--- config.mk ---
export PLATFORM = sky130hd
export DESIGN_NAME = pipe_collide_score
export DESIGN_NICKNAME = d
export VERILOG_FILES = /design/src/rtl/pipe_collide_score.sv
export SDC_FILE = /design/constraint.sdc
export NUM_CORES = 1
export LEC_CHECK = 0
export CAP_MARGIN = 20
export CORE_ASPECT_RATIO = 0.9
export CORE_UTILIZATION = 53
export CTS_CLUSTER_SIZE = 12
export DETAILED_ROUTE_END_ITERATION = 16
export GPL_TIMING_DRIVEN = 0
export HOLD_SLACK_MARGIN = 0.12
export PLACE_DENSITY = 0.91
export REMOVE_ABC_BUFFERS = 1
export SETUP_SLACK_MARGIN = 0.5
export SYNTH_ARGS = -nofsm -noshare
export SYNTH_HDL_FRONTEND = slang
export SYNTH_SLANG_ARGS = --single-unit
--- constraint.sdc ---
create_clock -name Clk -period 3.2 [get_ports Clk]
set_clock_uncertainty 0.15 [all_clocks]
set_input_delay 0.48 -clock Clk [delete_from_list [all_inputs] [get_ports Clk]]
set_output_delay 0.48 -clock Clk [all_outputs]
set_load 0.03 [all_outputs]
--- src/rtl/pipe_collide_score.sv ---
// pipe_collide_score: collision detection, BCD pass scoring and game state for the pipe game.
// Optional high-score register enabled by `define PIPE_COLLIDE_HISCORE_EN. Rev 1.0
`default_nettype none

module pipe_collide_score #(
  parameter int SCREEN_W = 800,
  parameter int FLOOR_Y  = 480,
  parameter int BIRD_X   = 200,
  parameter int BIRD_W   = 34,
  parameter int BIRD_H   = 24,
  parameter int PIPE_W   = 52,
  parameter int GAP_H    = 120
) (
  input  logic        Clk,
  input  logic        Reset_n,
  input  logic        Start,
  input  logic [9:0]  BirdPosY,
  input  logic [9:0]  PipePosX1,
  input  logic [9:0]  PipePosY1,
  input  logic [9:0]  PipePosX2,
  input  logic [9:0]  PipePosY2,
  output logic        Lost,
  output logic        Playing,
  output logic [11:0] Score,
`ifdef PIPE_COLLIDE_HISCORE_EN
  output logic [11:0] HiScore,
`endif
  output logic        ScoreTick
);

  localparam logic [1:0] S_IDLE = 2'd0;
  localparam logic [1:0] S_PLAY = 2'd1;
  localparam logic [1:0] S_LOST = 2'd2;

  localparam logic [10:0] BIRD_LEFT  = 11'(BIRD_X);
  localparam logic [10:0] BIRD_RIGHT = 11'(BIRD_X + BIRD_W);

  logic [1:0]  state_q, state_d;
  logic [11:0] score_q, score_d;
  logic        tick_q, tick_d;
  logic        p1_q, p1_d, p2_q, p2_d;
`ifdef PIPE_COLLIDE_HISCORE_EN
  logic [11:0] hi_q, hi_d;
`endif

  logic [10:0] bird_top, bird_bot;
  logic [10:0] x1, x2, x1_end, x2_end;
  logic        hit1, hit2, hit_bound, collision;
  logic        pass1, pass2, clr1, clr2;

  // Saturating BCD increment with per-digit carry.
  function automatic logic [11:0] bcd_inc(input logic [11:0] v);
    logic [11:0] r;
    r = v;
    if (v != 12'h999) begin
      if (v[3:0] != 4'd9) begin
        r[3:0] = v[3:0] + 4'd1;
      end else begin
        r[3:0] = 4'd0;
        if (v[7:4] != 4'd9) begin
          r[7:4] = v[7:4] + 4'd1;
        end else begin
          r[7:4]  = 4'd0;
          r[11:8] = v[11:8] + 4'd1;
        end
      end
    end
    return r;
  endfunction

  // Pipe k is a hit when it overlaps the bird horizontally and the bird leaves its gap.
  function automatic logic pipe_hit(input logic [10:0] x, input logic [10:0] x_end,
                                    input logic [9:0] gap_top, input logic [10:0] b_top,
                                    input logic [10:0] b_bot);
    logic overlap;
    overlap = (x < 11'(SCREEN_W)) && (x < BIRD_RIGHT) && (x_end > BIRD_LEFT);
    return overlap && ((b_top < {1'b0, gap_top}) || (b_bot > ({1'b0, gap_top} + 11'(GAP_H))));
  endfunction

  always_comb begin
    bird_top  = {1'b0, BirdPosY};
    bird_bot  = bird_top + 11'(BIRD_H);
    x1        = {1'b0, PipePosX1};
    x2        = {1'b0, PipePosX2};
    x1_end    = x1 + 11'(PIPE_W);
    x2_end    = x2 + 11'(PIPE_W);
    hit1      = pipe_hit(x1, x1_end, PipePosY1, bird_top, bird_bot);
    hit2      = pipe_hit(x2, x2_end, PipePosY2, bird_top, bird_bot);
    hit_bound = (bird_bot >= 11'(FLOOR_Y)) || (BirdPosY == 10'd0);
    collision = hit1 || hit2 || hit_bound;
    pass1     = !p1_q && (x1_end < BIRD_LEFT);
    pass2     = !p2_q && (x2_end < BIRD_LEFT);
    clr1      = x1 >= BIRD_RIGHT;
    clr2      = x2 >= BIRD_RIGHT;
  end

  always_ff @(posedge Clk or negedge Reset_n) begin
    if (!Reset_n) begin
      state_q <= S_IDLE;
      score_q <= 12'h000;
      tick_q  <= 1'b0;
      p1_q    <= 1'b0;
      p2_q    <= 1'b0;
`ifdef PIPE_COLLIDE_HISCORE_EN
      hi_q    <= 12'h000;
`endif
    end else begin
      state_q <= state_d;
      score_q <= score_d;
      tick_q  <= tick_d;
      p1_q    <= p1_d;
      p2_q    <= p2_d;
`ifdef PIPE_COLLIDE_HISCORE_EN
      hi_q    <= hi_d;
`endif
    end
  end

  always_comb begin
    state_d = state_q;
    case (state_q)
      S_IDLE:  if (Start)     state_d = S_PLAY;
      S_PLAY:  if (collision) state_d = S_LOST;
      S_LOST:  if (Start)     state_d = S_IDLE;
      default: state_d = S_IDLE;
    endcase
  end

  always_comb begin
    score_d = score_q;
    tick_d  = 1'b0;
    p1_d    = p1_q;
    p2_d    = p2_q;
`ifdef PIPE_COLLIDE_HISCORE_EN
    hi_d    = hi_q;
`endif
    if (state_q == S_IDLE && Start) begin
      score_d = 12'h000;
      p1_d    = 1'b0;
      p2_d    = 1'b0;
    end else if (state_q == S_PLAY) begin
      p1_d = clr1 ? 1'b0 : (pass1 ? 1'b1 : p1_q);
      p2_d = clr2 ? 1'b0 : (pass2 ? 1'b1 : p2_q);
      // A collision outranks any pass in the same cycle.
      if (!collision) begin
        if (pass1) score_d = bcd_inc(score_d);
        if (pass2) score_d = bcd_inc(score_d);
        tick_d = pass1 || pass2;
      end
`ifdef PIPE_COLLIDE_HISCORE_EN
      // Plain unsigned compare of packed BCD orders digits most significant first.
      else if (score_q > hi_q) begin
        hi_d = score_q;
      end
`endif
    end
  end

  always_comb begin
    Lost      = (state_q == S_LOST);
    Playing   = (state_q == S_PLAY);
    Score     = score_q;
    ScoreTick = tick_q;
`ifdef PIPE_COLLIDE_HISCORE_EN
    HiScore   = hi_q;
`endif
  end

endmodule

`default_nettype wire
==> results of run 1 <==
[through the flow]
stage,std cells,TNS (ns),setup WS [ns],util,instance area [µm²]
after detailed placement,550,-23.50,-1.86,0.691,4050
after CTS,604,0,0.0686,0.859,5030
after global placement,550,-22.47,-1.76,0.691,4050
after floorplan,413,-4.69,-0.572,-,3290
[Yosys cell counts (8+ instances only)]
cell type | instances | share of area
a21oi_1 | 22 | 0.033
dfrtp_1 | 17 | 0.13
ha_1 | 53 | 0.20
inv_1 | 39 | 0.044
mux2i_1 | 8 | 0.024
nand2_1 | 35 | 0.040
nand2b_1 | 8 | 0.015
nand3_1 | 17 | 0.026
nand4_1 | 11 | 0.021
nor2_1 | 31 | 0.035
nor3_1 | 14 | 0.021
o21ai_0 | 15 | 0.023
xnor2_1 | 14 | 0.037
[timing repair]
action | CTS
resized for setup | 236
pin swaps | 49
buffers inserted | 49
cloned | 1
endpoints found under the setup margin | 16
[cell families after synthesis]
kind of cell               after synthesis  synth area share
xor gates and xnor gates                21            0.0612
and+or+nand+nor                        167             0.282
AOI/OAI and AO/OA                      103             0.237
buffers and inverters                   44            0.0536
muxes                                   11            0.0344
DFF                                     17             0.128
adders and majority gates               54             0.203
[metal layers]
metal / global-route usage / GRT overflow
met1: 0.783 / 0
met2: 0.906 / 7
met3: 0.707 / 1
met4: 0.768 / 11
met5: 0.298 / 0
==> metrics.md, run 1 <==
| Metric | Value |
|---|---|
| Type of pin the worst path ends at | sequential cell input |
| Synthesized area | 3310 µm² |
| Clock sinks | 17 |
| Die Height | 77.0 µm |
| All-Layer GR Usage | 0.786 |
| IO Port Bufs | 67 |
| Hold Buf Count CTS | 0 |
| CTS Buf Count | 3 |
| Mapped Cells | 417 |
| Die width | 85.4 µm |
| Post-synth EDFFs | 0 |
| Error | [ERROR GRT-0232] Routing congestion too high. Check the congestion heatmap in the GUI. |
| Outcome | aborted with a tool error |
| H-Tree Depth | 1 |
| CTS Root Buffer Type | clkbuf_8 |
| Seq/Total Area, Yosys | 0.128 |
| IO Count | 68 |
| Distinct cells, synth | 76 |
| FF+latch count, synth | 17 |
| DP HPWL | 7140 µm |
| Overflow after GRT | 19 |
| Largest net degree at the start of global routing | 18 |
| Syn Area/Cell | 7.95 µm² |
| Crit. endpoint post-GRT repair | Score[8]$_DFFE_PN0P_/D |
| Clock buffer depth | 2 |
| Ys async rst share | 1.00 |
| Row count | 26 |
| Final Wtd Congestion | 0.918 |
| Fail Step | 5_1_grt |
| Initial core utilization | 0.566 |
| Yosys warning count | 0 |
| Ys flop type | dfrtp_1 |
==> run 2: changes to the inputs <==
CORE_ASPECT_RATIO = unset   (was 0.9)
CORE_UTILIZATION = 40   (was 53)
CTS_CLUSTER_SIZE = unset   (was 12)
HOLD_SLACK_MARGIN = unset   (was 0.12)
PLACE_DENSITY = unset   (was 0.91)
PLACE_DENSITY_LB_ADDON = 0.15   (was unset)
SETUP_SLACK_MARGIN = unset   (was 0.5)
==> metrics.md, run 2 <==
| Metric | Value |
|---|---|
| Outcome | complete, but fails checks |
| Failing checks | negative setup slack |
| Final min period | 3.21 ns |
| R2R Setup Slk | 0.09 ns |
| Critical-path cell list | buf_12 > inv_4 > ha_4 > nor2_4 > and3_4 > xor2_4 > ha_4 > nand2_2 > or4_4 > o31ai_4 > o31ai_4 > a211oi_4 > buf_6 > nor2_4 > a221o_1 |
| Yosys warning count | 0 (unchanged) |
| Ant diodes | 0 |
| Hold Crit Start | state_q[1]$_DFFE_PN0P_ |
| Post-synth top cells | ha_1 (53), inv_1 (39), nand2_1 (35) |
| Hold Crit Class | reg -> reg |
| Ys flop type | dfrtp_1 |
| Distinct cells, synth | 76 (unchanged) |
| Post-DP Area | 4090 µm² (+0.99%) |
| DR iter-0 viols | 105 |
| Reg2Reg Depth | 14 |
| Setup TNS | -0.00758 ns |
| Maximum fanout along the worst path | 6 |
| Clock buffer depth | 2 (unchanged) |
| Max reg flops | 12 |
| RSZ-0062 raised after global routing | true |
| Multi-input gate area | 3270 µm² |
| Clk slew on worst S/H paths | 0.07 ns |
| Final Wtd Congestion | 0.881 (-4.1%) |
| Cell taking the most area after synthesis | ha_1 |
| IO Port Bufs | 67 (unchanged) |
| Drt wl/cell | 15.8 µm |
| Row count | 32 (+23%) |
| IO Count | 68 (unchanged) |
| CTS Root Buffer Type | clkbuf_8 |
| Mapped Cells | 417 (unchanged) |
| Routed Antenna Nets | 0 |
| Overflow after GRT | 0 |
| Max Cap Viol | 0 |
| Max_slew headroom | 0.429 |
| Worst-Skew Late Latency | 0.27 ns |
| Sink of the worst hold path | state_q[1]$_DFFE_PN0P_ |
| Leak pwr | 2.18 nW |
| Die width | 93.0 µm (+9.0%) |
| Commonest cells after routing, fill and taps aside | buf_4 (42), ha_1 (40), clkdlybuf4s50_1 (34), nand2_1 (31), inv_1 (29) |
| Top area cells in the synthesized netlist | ha_1 (20%), dfrtp_1 (13%), inv_1 (4.4%), nand2_1 (4.0%), xnor2_1 (3.7%) |
| Area of the core | 7890 µm² |
| Fmax | 312 MHz |
| Largest net degree at the start of global routing | 18 |
| Worst Path Arrival | 3.20 ns |
| Hold Buf Count CTS | 0 (unchanged) |
| Clock sinks | 17 (unchanged) |
| Initial core utilization | 0.420 (-0.146) |
| H-Tree Depth | 1 (unchanged) |
| Fill count | 628 |
| Ys async rst share | 1.00 (unchanged) |
| Seq/Total Area, Yosys | 0.128 (unchanged) |
| Initial DRT Pass Iterations | 4 |
| Final setup margin | -0.00758 ns |
| Delay of the slowest critical-path stage | 0.55 ns |
| Count of endpoints failing hold in the final timing report | 0 |
| Hold Crit Depth | 2 |
| Synth top area share | 0.200 (unchanged) |
| RR Endpoint | Score[4]$_DFFE_PN0P_ |
| Sequential cell area | 428 µm² |
| Post-synth EDFFs | 0 (unchanged) |
| Maximum vdd drop | 0.145 mV |
| Area growth syn-to-layout | 53.6% |
| All-Layer GR Usage | 0.235 |
| Routed WL | 10,000 µm |
| Req. time, crit path | 3.19 ns |
| Syn Area/Cell | 7.95 µm² (unchanged) |
| Startpoint Class | input pin |
| First-pass GRT wire length | 16,600 µm |
| Count leader, synth | ha_1 |
| Layout cells sized above 1 | 0.323 |
| CTS Buf Count | 3 (unchanged) |
| Full die area | 8650 µm² |
| Max-slew violations | 0 |
| Initial antenna violation count | 0 |
| Nets | 639 |
| Setup-failing EPs final | 1 |
| Pwr per Cell Area | 260 nW/µm² |
| Via count | 3,685 |
| Worst R2R Start | Score[1]$_DFFE_PN0P_ |
| Final period util | 1.00 |
| Commonest non-fill, non-tap cell in the layout | buf_4 |
| Setup CP Type | in -> reg |
| Synthesized area | 3310 µm² (unchanged) |
| FF+latch count, synth | 17 (unchanged) |
| Fin area | 5090 µm² |
| CTS tree | built |
| Vias/cell | 5.81 |
| Die Height | 93.0 µm (+21%) |
| Measured slew at the worst slew-check pin | 0.854 ns |
| Vias in the first global route | 3,616 |
| Critical path's slowest cell | or4_4 |
| DP HPWL | 6880 µm (-3.7%) |
| CP Capture Type | flop |
| DRC Markers | 0 |
## run 2: repair_timing
item | in CTS | in global routing
buffers inserted | 32 | 15
gates resized for setup | 164 | 73
gates cloned | 1 | 0
setup endpoints to repair | 15 | 14
pin swaps | 38 | 29
## run 2: how the worst max path moves through the flow
stage | from | end | slack (ns) | cells after the start
2_1_floorplan | BirdPosY[3] | Score[8]$_DFFE_PN0P_ | -0.57 | 13
3_3_place_gp | BirdPosY[3] | Score[8]$_DFFE_PN0P_ | -1.82 | 14
3_5_place_dp | BirdPosY[3] | Score[8]$_DFFE_PN0P_ | -1.87 | 14
4_1_cts | BirdPosY[4] | Score[11]$_DFFE_PN0P_ | 0.001 | 15
5_1_grt | Score[1]$_DFFE_PN0P_ | Score[4]$_DFFE_PN0P_ | -0.13 | 14
6_report | BirdPosY[4] | Score[8]$_DFFE_PN0P_ | -0.008 | 15
## run 2: power breakdown
| group | leakage, nW | switching [W] | total, W | internal [W] |
|---|---|---|---|---|
| clock network | 0.0228 | 0.0000884 | 0.000177 | 0.0000889 |
| logic | 1.93 | 0.000459 | 0.000856 | 0.000398 |
| registers | 0.229 | 0.0000471 | 0.000292 | 0.000245 |
## run 2: layout make-up
cell class                      instances  area share
Sequential cell                        17      0.0841
Inverter                               40      0.0329
Clock buffer                            4     0.00885
Timing Repair Buffer                  114       0.207
Multi-Input combinational cell        357       0.642
Tap cell                              102      0.0251
## run 2: cells by family after synthesis
family          count (synthesis)  share of synthesized area
compound gates                103                      0.237
xor+xnor                       21                     0.0612
fa+ha+maj                      54                      0.203
buf+inv                        44                     0.0536
flops                          17                      0.128
mux                            11                     0.0344
simple gates                  167                      0.282
## run 2: per-layer routing
metal / share of wire / track usage
met1: 0.42 / 0.285
met2: 0.51 / 0.434
met3: 0.054 / 0.0309
met4: 0.021 / 0.0564
met5: 0 / 0
## run 2: worst max-delay path: cells and delay by family
kind | cells | cell delay, ns
adders and majority gates | 2 | 0.42
xor gates and xnor gates | 1 | 0.16
AOI/OAI and AO/OA | 4 | 0.94
and+or+nand+nor | 5 | 0.87
buffers and inverters | 3 | 0.32
## run 2: through the flow
stage	setup slack, ns	total power [W]	std cells	hold WS (ns)	util
4_1_cts	0.00146	0.00126	619	0.417	0.604
6_report	-0.00758	0.00133	634	0.412	0.645
2_1_floorplan	-0.572	0.000701	413	0.0344	-
3_3_place_gp	-1.82	0.000938	582	0.380	0.518
3_5_place_dp	-1.87	0.000948	582	0.395	0.518
5_1_grt	-0.127	0.00142	634	0.448	0.645
No activity file was read; power rests on OpenSTA's default activity.
==> edit 1: new RTL, settings of run 2 <==
The option `PIPE_COLLIDE_HISCORE_EN` is turned on by a define.
--- a/src/rtl/pipe_collide_score.sv
+++ b/src/rtl/pipe_collide_score.sv
@@ -1,6 +1,8 @@
 // pipe_collide_score: collision detection, BCD pass scoring and game state for the pipe game.
 // Optional high-score register enabled by `define PIPE_COLLIDE_HISCORE_EN. Rev 1.0
 `default_nettype none
+
+`define PIPE_COLLIDE_HISCORE_EN
 
 module pipe_collide_score #(
   parameter int SCREEN_W = 800,
Behaviour (old outputs only; new: HiScore): unchanged (Yosys induction, for registers that start in step).
==> edit 1 against run 2 <==
- the run still ends with negative setup slack left
- sequential cell count grew 12
- area after synthesis grew 22%
- combinational power grew 80%
- worst hold slack lost 0.33 ns
- setup slack lost 0.26 ns
- routed wire length grew 21%
- design area grew 20%
- total power grew 82%
- critical endpoint is now HiScore[7]
- largest cell class unchanged
==> edit 1: results (changes against run 2) <==
## Synth
* **commonest cells in the netlist** ha_1 (65), inv_1 (55), dfrtp_1 (29), nand2_1 (28), nor2_1 (28)
* **complex-gate fraction of the synthesized area** 20.6%, -3.1 points
* **mux cell area share after synthesis** 7.23%, +3.8 points
* **parity-gate share of the synthesized area counting xor and xnor cells** 5.19%, -0.93 points
* **register area share after synthesis** 17.9%, +5.1 points
* **area share of fa/ha/maj cells after synthesis** 20.1%, -0.24 points

## Status
* **run status** complete, but fails checks
* **violated checks** negative setup slack

## Drt
* **Detailed Route Iter0 Violations** 146, +39%
* **average wire per cell in the routed design** 16.2 µm, +2.2%
* **Routed Wire Length** 12100 µm, +21%

## GRT
* **first-pass GRT wire length** 19500 µm, +17%
* **vias in the first global route** 4227, +17%

## Final layout
* **ratio of cells with drive above 1 in the final layout** 32.2%, -0.13 points
* **count of filler cells inserted in the layout** 844, +34%
* **Nets** 735, +15%

## Placement
* **dpl cell area** 0.00495 mm², +21%
* **Post-Place Cells** 684, +18%
* **post-detailed-placement half-perimeter wirelength** 8310 µm, +21%
* **total of buffers placed on input and output ports** 79, +18%

## Clock tree
* **CTS H-tree depth** 2, +1

## Critical path
* **Data arrival, critical path** 3.50 ns, +0.30 ns

## STA
* **headroom to the max-slew limit** 22.6%, -20 points
* **Final WS setup** -0.271 ns, -0.263 ns
* **final setup violation count** 27, +26

## Worst hold path
* **class of the tightest hold or removal check** input port to async pin

## Power
* **leakage power total** 2.75 nW, +26%

edit 1: what timing repair did:
action	CTS	global route
pin swaps	38	34
gates resized for setup	193	54
endpoints found under the setup margin	27	26
buffers inserted	43	15
cloned	1	0
edit 1: power breakdown:
| group | total (mW) | internal [mW] | switching, mW |
|---|---|---|---|
| Clock | 0.344 | 0.194 | 0.150 |
| Combinational | 1.54 | 0.698 | 0.839 |
| Sequential | 0.528 | 0.445 | 0.0827 |
edit 1: final timing paths:
kind,to,slack (ns),cells after the start,from
max,HiScore[7],-0.27,14,BirdPosY[8]
min,HiScore[2],0.08,1,Reset_n
max in group asynchronous,Score[8],2.33,1,Reset_n
min reg2reg,HiScore[6],0.39,1,HiScore[6]
max reg2reg,Score[9],-0.14,12,Score[0]
min in group Clk,HiScore[6],0.39,1,HiScore[6]
edit 1: metrics by stage:
step / util (%) / setup TNS, ns / setup WS, ns
floorplan: - / -10.29 / -0.675
global placement: 50.7 / -43.09 / -1.85
detailed placement: 50.6 / -44.32 / -1.91
CTS: 59.0 / -2.74 / -0.167
global route: 62.3 / -7.40 / -0.343
finish: 62.3 / -5.15 / -0.271
edit 1: cells by family after synthesis:
group | Yosys count
simple gates | 162
compound gates | 112
buf+inv | 65
fa+ha+maj | 65
flops | 29
mux | 25
xor+xnor | 24
edit 1: layout make-up:
cell class,instances,share of cell area [%]
Multi-Input combinational cell,389,59.7
Timing Repair Buffer,137,20.4
Sequential cell,29,12.0
Inverter,55,3.43
Tap cell,133,2.73
Clock buffer,7,1.58
Clock inverter,1,0.0822
edit 1: routing by layer:
| layer | wire length [µm] | GRT usage, % |
|---|---|---|
| met1 | 4860 | 26.8 |
| met2 | 6390 | 43.7 |
| met3 | 592 | 3.53 |
| met4 | 299 | 8.57 |
| met5 | 0 | 0 |
edit 1: worst max-delay path: stages:
cell	delay, ns
buf_6	0.11
nand4_1	0.18
buf_4	0.20
nor3b_4	0.27
ha_4	0.25
a211o_1	0.26
a41o_1	0.20
a31oi_1	0.17
o311a_1	0.21
o32ai_2	0.10
a211oi_2	0.31
o21a_4	0.22
or4_4	0.21
mux2_4	0.32
==> edit 2: new RTL, config.mk and constraints of run 2 <==
Made on the original files. Add an input register stage for `BirdPosY`, cleared by the reset; this delays it by one clock. The other inputs are not delayed to match.
--- a/src/rtl/pipe_collide_score.sv
+++ b/src/rtl/pipe_collide_score.sv
@@ -34,6 +34,16 @@
 
   localparam logic [10:0] BIRD_LEFT  = 11'(BIRD_X);
   localparam logic [10:0] BIRD_RIGHT = 11'(BIRD_X + BIRD_W);
+
+  logic [9:0] BirdPosY_q;
+
+  always_ff @(posedge Clk or negedge Reset_n) begin
+    if (!Reset_n) begin
+      BirdPosY_q <= '0;
+    end else begin
+      BirdPosY_q <= BirdPosY;
+    end
+  end
 
   logic [1:0]  state_q, state_d;
   logic [11:0] score_q, score_d;
@@ -78,7 +88,7 @@
   endfunction
 
   always_comb begin
-    bird_top  = {1'b0, BirdPosY};
+    bird_top  = {1'b0, BirdPosY_q};
     bird_bot  = bird_top + 11'(BIRD_H);
     x1        = {1'b0, PipePosX1};
     x2        = {1'b0, PipePosX2};
@@ -86,7 +96,7 @@
     x2_end    = x2 + 11'(PIPE_W);
     hit1      = pipe_hit(x1, x1_end, PipePosY1, bird_top, bird_bot);
     hit2      = pipe_hit(x2, x2_end, PipePosY2, bird_top, bird_bot);
-    hit_bound = (bird_bot >= 11'(FLOOR_Y)) || (BirdPosY == 10'd0);
+    hit_bound = (bird_bot >= 11'(FLOOR_Y)) || (BirdPosY_q == 10'd0);
     collision = hit1 || hit2 || hit_bound;
     pass1     = !p1_q && (x1_end < BIRD_LEFT);
     pass2     = !p2_q && (x2_end < BIRD_LEFT);
Behaviour: not the same (a bounded check fails within 4 cycles, from zero or initial values and one cycle with Reset_n low).
==> edit 2 against run 2 <==
- the run still ends with negative setup slack left
- sequential cell count rose by 10
- synthesized cell count grew 0.96%
- sequential share of layout area increased by 5.4 points
- routed wire length up 2.1%
- setup slack lost 0.017 ns
- total power up 20%
- global-route usage fell by 1.0 points
- design area decreased by 2.9%
- area after synthesis up 6.4%
- highest routed layer unchanged
==> edit 2: results (changes against run 2) <==
## Power
* **peak supply drop** 224 µV, +55%
* **leakage power total** 2.11 nW, -3.3%

## STA
* **Final WS setup** -0.0247 ns, -0.0171 ns
* **Setup TNS** -0.0378 ns, -0.0302 ns
* **final setup violation count** 2, +1
* **slew at the pin with the worst max-slew slack** 0.736 ns, -0.118 ns

## Drt
* **number of optimization iterations in the first detailed-route pass** 4, unchanged
* **average wire per cell in the routed design** 16.2 µm, +2.7%
* **Routed Wire Length** 10200 µm, +2.1%
* **average via count per standard cell** 5.68, -2.3%
* **Detailed Route Iter0 Violations** 143, +36%

## Critical path
* **r2r startpoint** BirdPosY_q[3]
* **largest fanout on the critical path** 5, -1
* **Data arrival, critical path** 3.25 ns, +0.05 ns
* **crit path launch** PipePosY2[9]

## Placement
* **total of buffers placed on input and output ports** 67, unchanged
* **last weighted congestion value of the routability-driven placer** 0.863, -2.0%
* **Post-Place Cells** 589, +1.2%
* **post-detailed-placement half-perimeter wirelength** 7310 µm, +6.3%

## Clock tree
* **number of buffers created by CTS** 3, unchanged
* **CTS H-tree depth** 1, unchanged
* **root buf cell** clkbuf_8
* **clock-pin slew reported for the worst setup and hold paths after clock tree synthesis** 0.11 ns, +0.04 ns
* **Clock Path Buffers** 2, unchanged
* **insertion delay to the later sink of the worst-skew pair** 0.29 ns, +0.02 ns

## Final layout
* **Nets** 632, -1.1%
* **flip-flop count of the largest register, all copies and words added** 12, unchanged
* **number of inserted diodes** 0, unchanged
* **ratio of cells with drive above 1 in the final layout** 23.8%, -8.5 points

## Synth
* **Yosys warning total** 0, unchanged
* **register area share after synthesis** 19.2%, +6.3 points
* **number of distinct library cells after synthesis** 76, unchanged
* **most instantiated flip-flop cell in the synthesis netlist** dfrtp_1
* **cell types occupying the most area after synthesis** dfrtp_1 (19%), ha_1 (19%), inv_1 (4.9%)
* **share of flip-flops with an asynchronous set or reset** 100%, unchanged
* **Avg Inst Size Synth** 8.38 µm², +5.4%
* **commonest cells in the netlist** ha_1 (53), inv_1 (46), dfrtp_1 (27), nand2_1 (27), nor2_1 (26)

## GRT
* **pin count of the biggest net entering global routing** 18, unchanged
* **GRT Overall Usage** 22.5%, -1.0 points
* **initial antenna violation count** 0, unchanged
* **vias in the first global route** 3463, -4.2%
* **first-pass GRT wire length** 16300 µm, -2.1%

## Worst hold path
* **startpoint of the worst hold path** state_q[1]
* **class of the tightest hold or removal check** flip-flop to flip-flop

## Status
* **run status** complete, but fails checks
* **violated checks** negative setup slack

[edit 2: changes by cell type after synthesis, moves of 3 or more]
cell,change
inv_1,+7
or2_2,-3
nor3_1,+7
nand2_1,-8
mux2i_1,+5
o41ai_1,-3
dfrtp_1,+10
nor2_1,-5
a21o_1,-4
o22ai_1,+3
nand4_1,-8
[edit 2: repair_timing]
action	4_1_cts	5_1_grt
gates resized for setup	76	39
pin swaps	19	16
buffers inserted	22	15
gates cloned	2	0
endpoints found under the setup margin	15	15
[edit 2: cells by family (layout without fill, tap and decap cells)]
group                    after synthesis  in the layout  synth area share (%)
XOR/XNOR                              23             23                  5.71
AO/OA/AOI/OAI                        100            100                  20.6
multiplexers                          18             18                  5.82
buffers and inverters                 52            156                  6.39
adder cells (fa/ha/maj)               55             55                  19.4
AND/OR/NAND/NOR                      146            146                  22.9
flip-flops                            27             27                  19.2
[edit 2: where the power goes]
part / leakage [nW] / internal, mW / switching (mW)
sequential: 0.343 / 0.392 / 0.0843
clock: 0.0261 / 0.0920 / 0.128
combinational: 1.74 / 0.412 / 0.482
[edit 2: area by class of cell]
class | count | area, µm²
fill | 730 | 3440
clock buffer | 3 | 41.3
sequential | 27 | 682
inverter | 46 | 178
multi-input combinational | 342 | 2940
timing repair buffer | 106 | 965
tap | 105 | 131
clock inverter | 1 | 8.76
[edit 2: path summary, 6_finish.rpt]
path	end	slack, ns	cells past startpoint
setup / recovery	Score[8]	-0.02	13
hold / removal	state_q[1]	0.39	2
setup reg to reg	Score[8]	-0.01	14
hold reg to reg	state_q[1]	0.39	2
max in group asynchronous	BirdPosY_q[5]	1.90	2
min in group asynchronous	Score[0]	0.46	1
[edit 2: through the flow]
step / utilization, % / cell area [µm²] / worst slack (ns)
floorplan: - / 3470 / -0.272
global placement: 51.0 / 4280 / -1.31
detailed placement: 51.7 / 4330 / -1.28
CTS: 57.2 / 4790 / 0.00305
global route: 59.0 / 4940 / -0.165
finish: 59.0 / 4940 / -0.0247
[edit 2: metal layers]
metal	track usage, %	up-vias	share of wire (%)
met5	0	-	0
met4	4.10	0	1.7
met3	3.00	17	5.1
met2	38.8	96	46
met1	30.1	1698	47
li1	-	1765	-
[edit 2: worst max-delay path: stages]
cell             delay (ns)
clkdlybuf4s50_1        0.46
inv_1                  0.07
a2111o_1               0.39
ha_1                   0.30
nand3_1                0.12
nor3_1                 0.19
nand3_1                0.11
nor4b_2                0.26
o31ai_2                0.12
a21oi_4                0.22
clkbuf_16              0.20
mux2i_2                0.21
mux2i_1                0.10
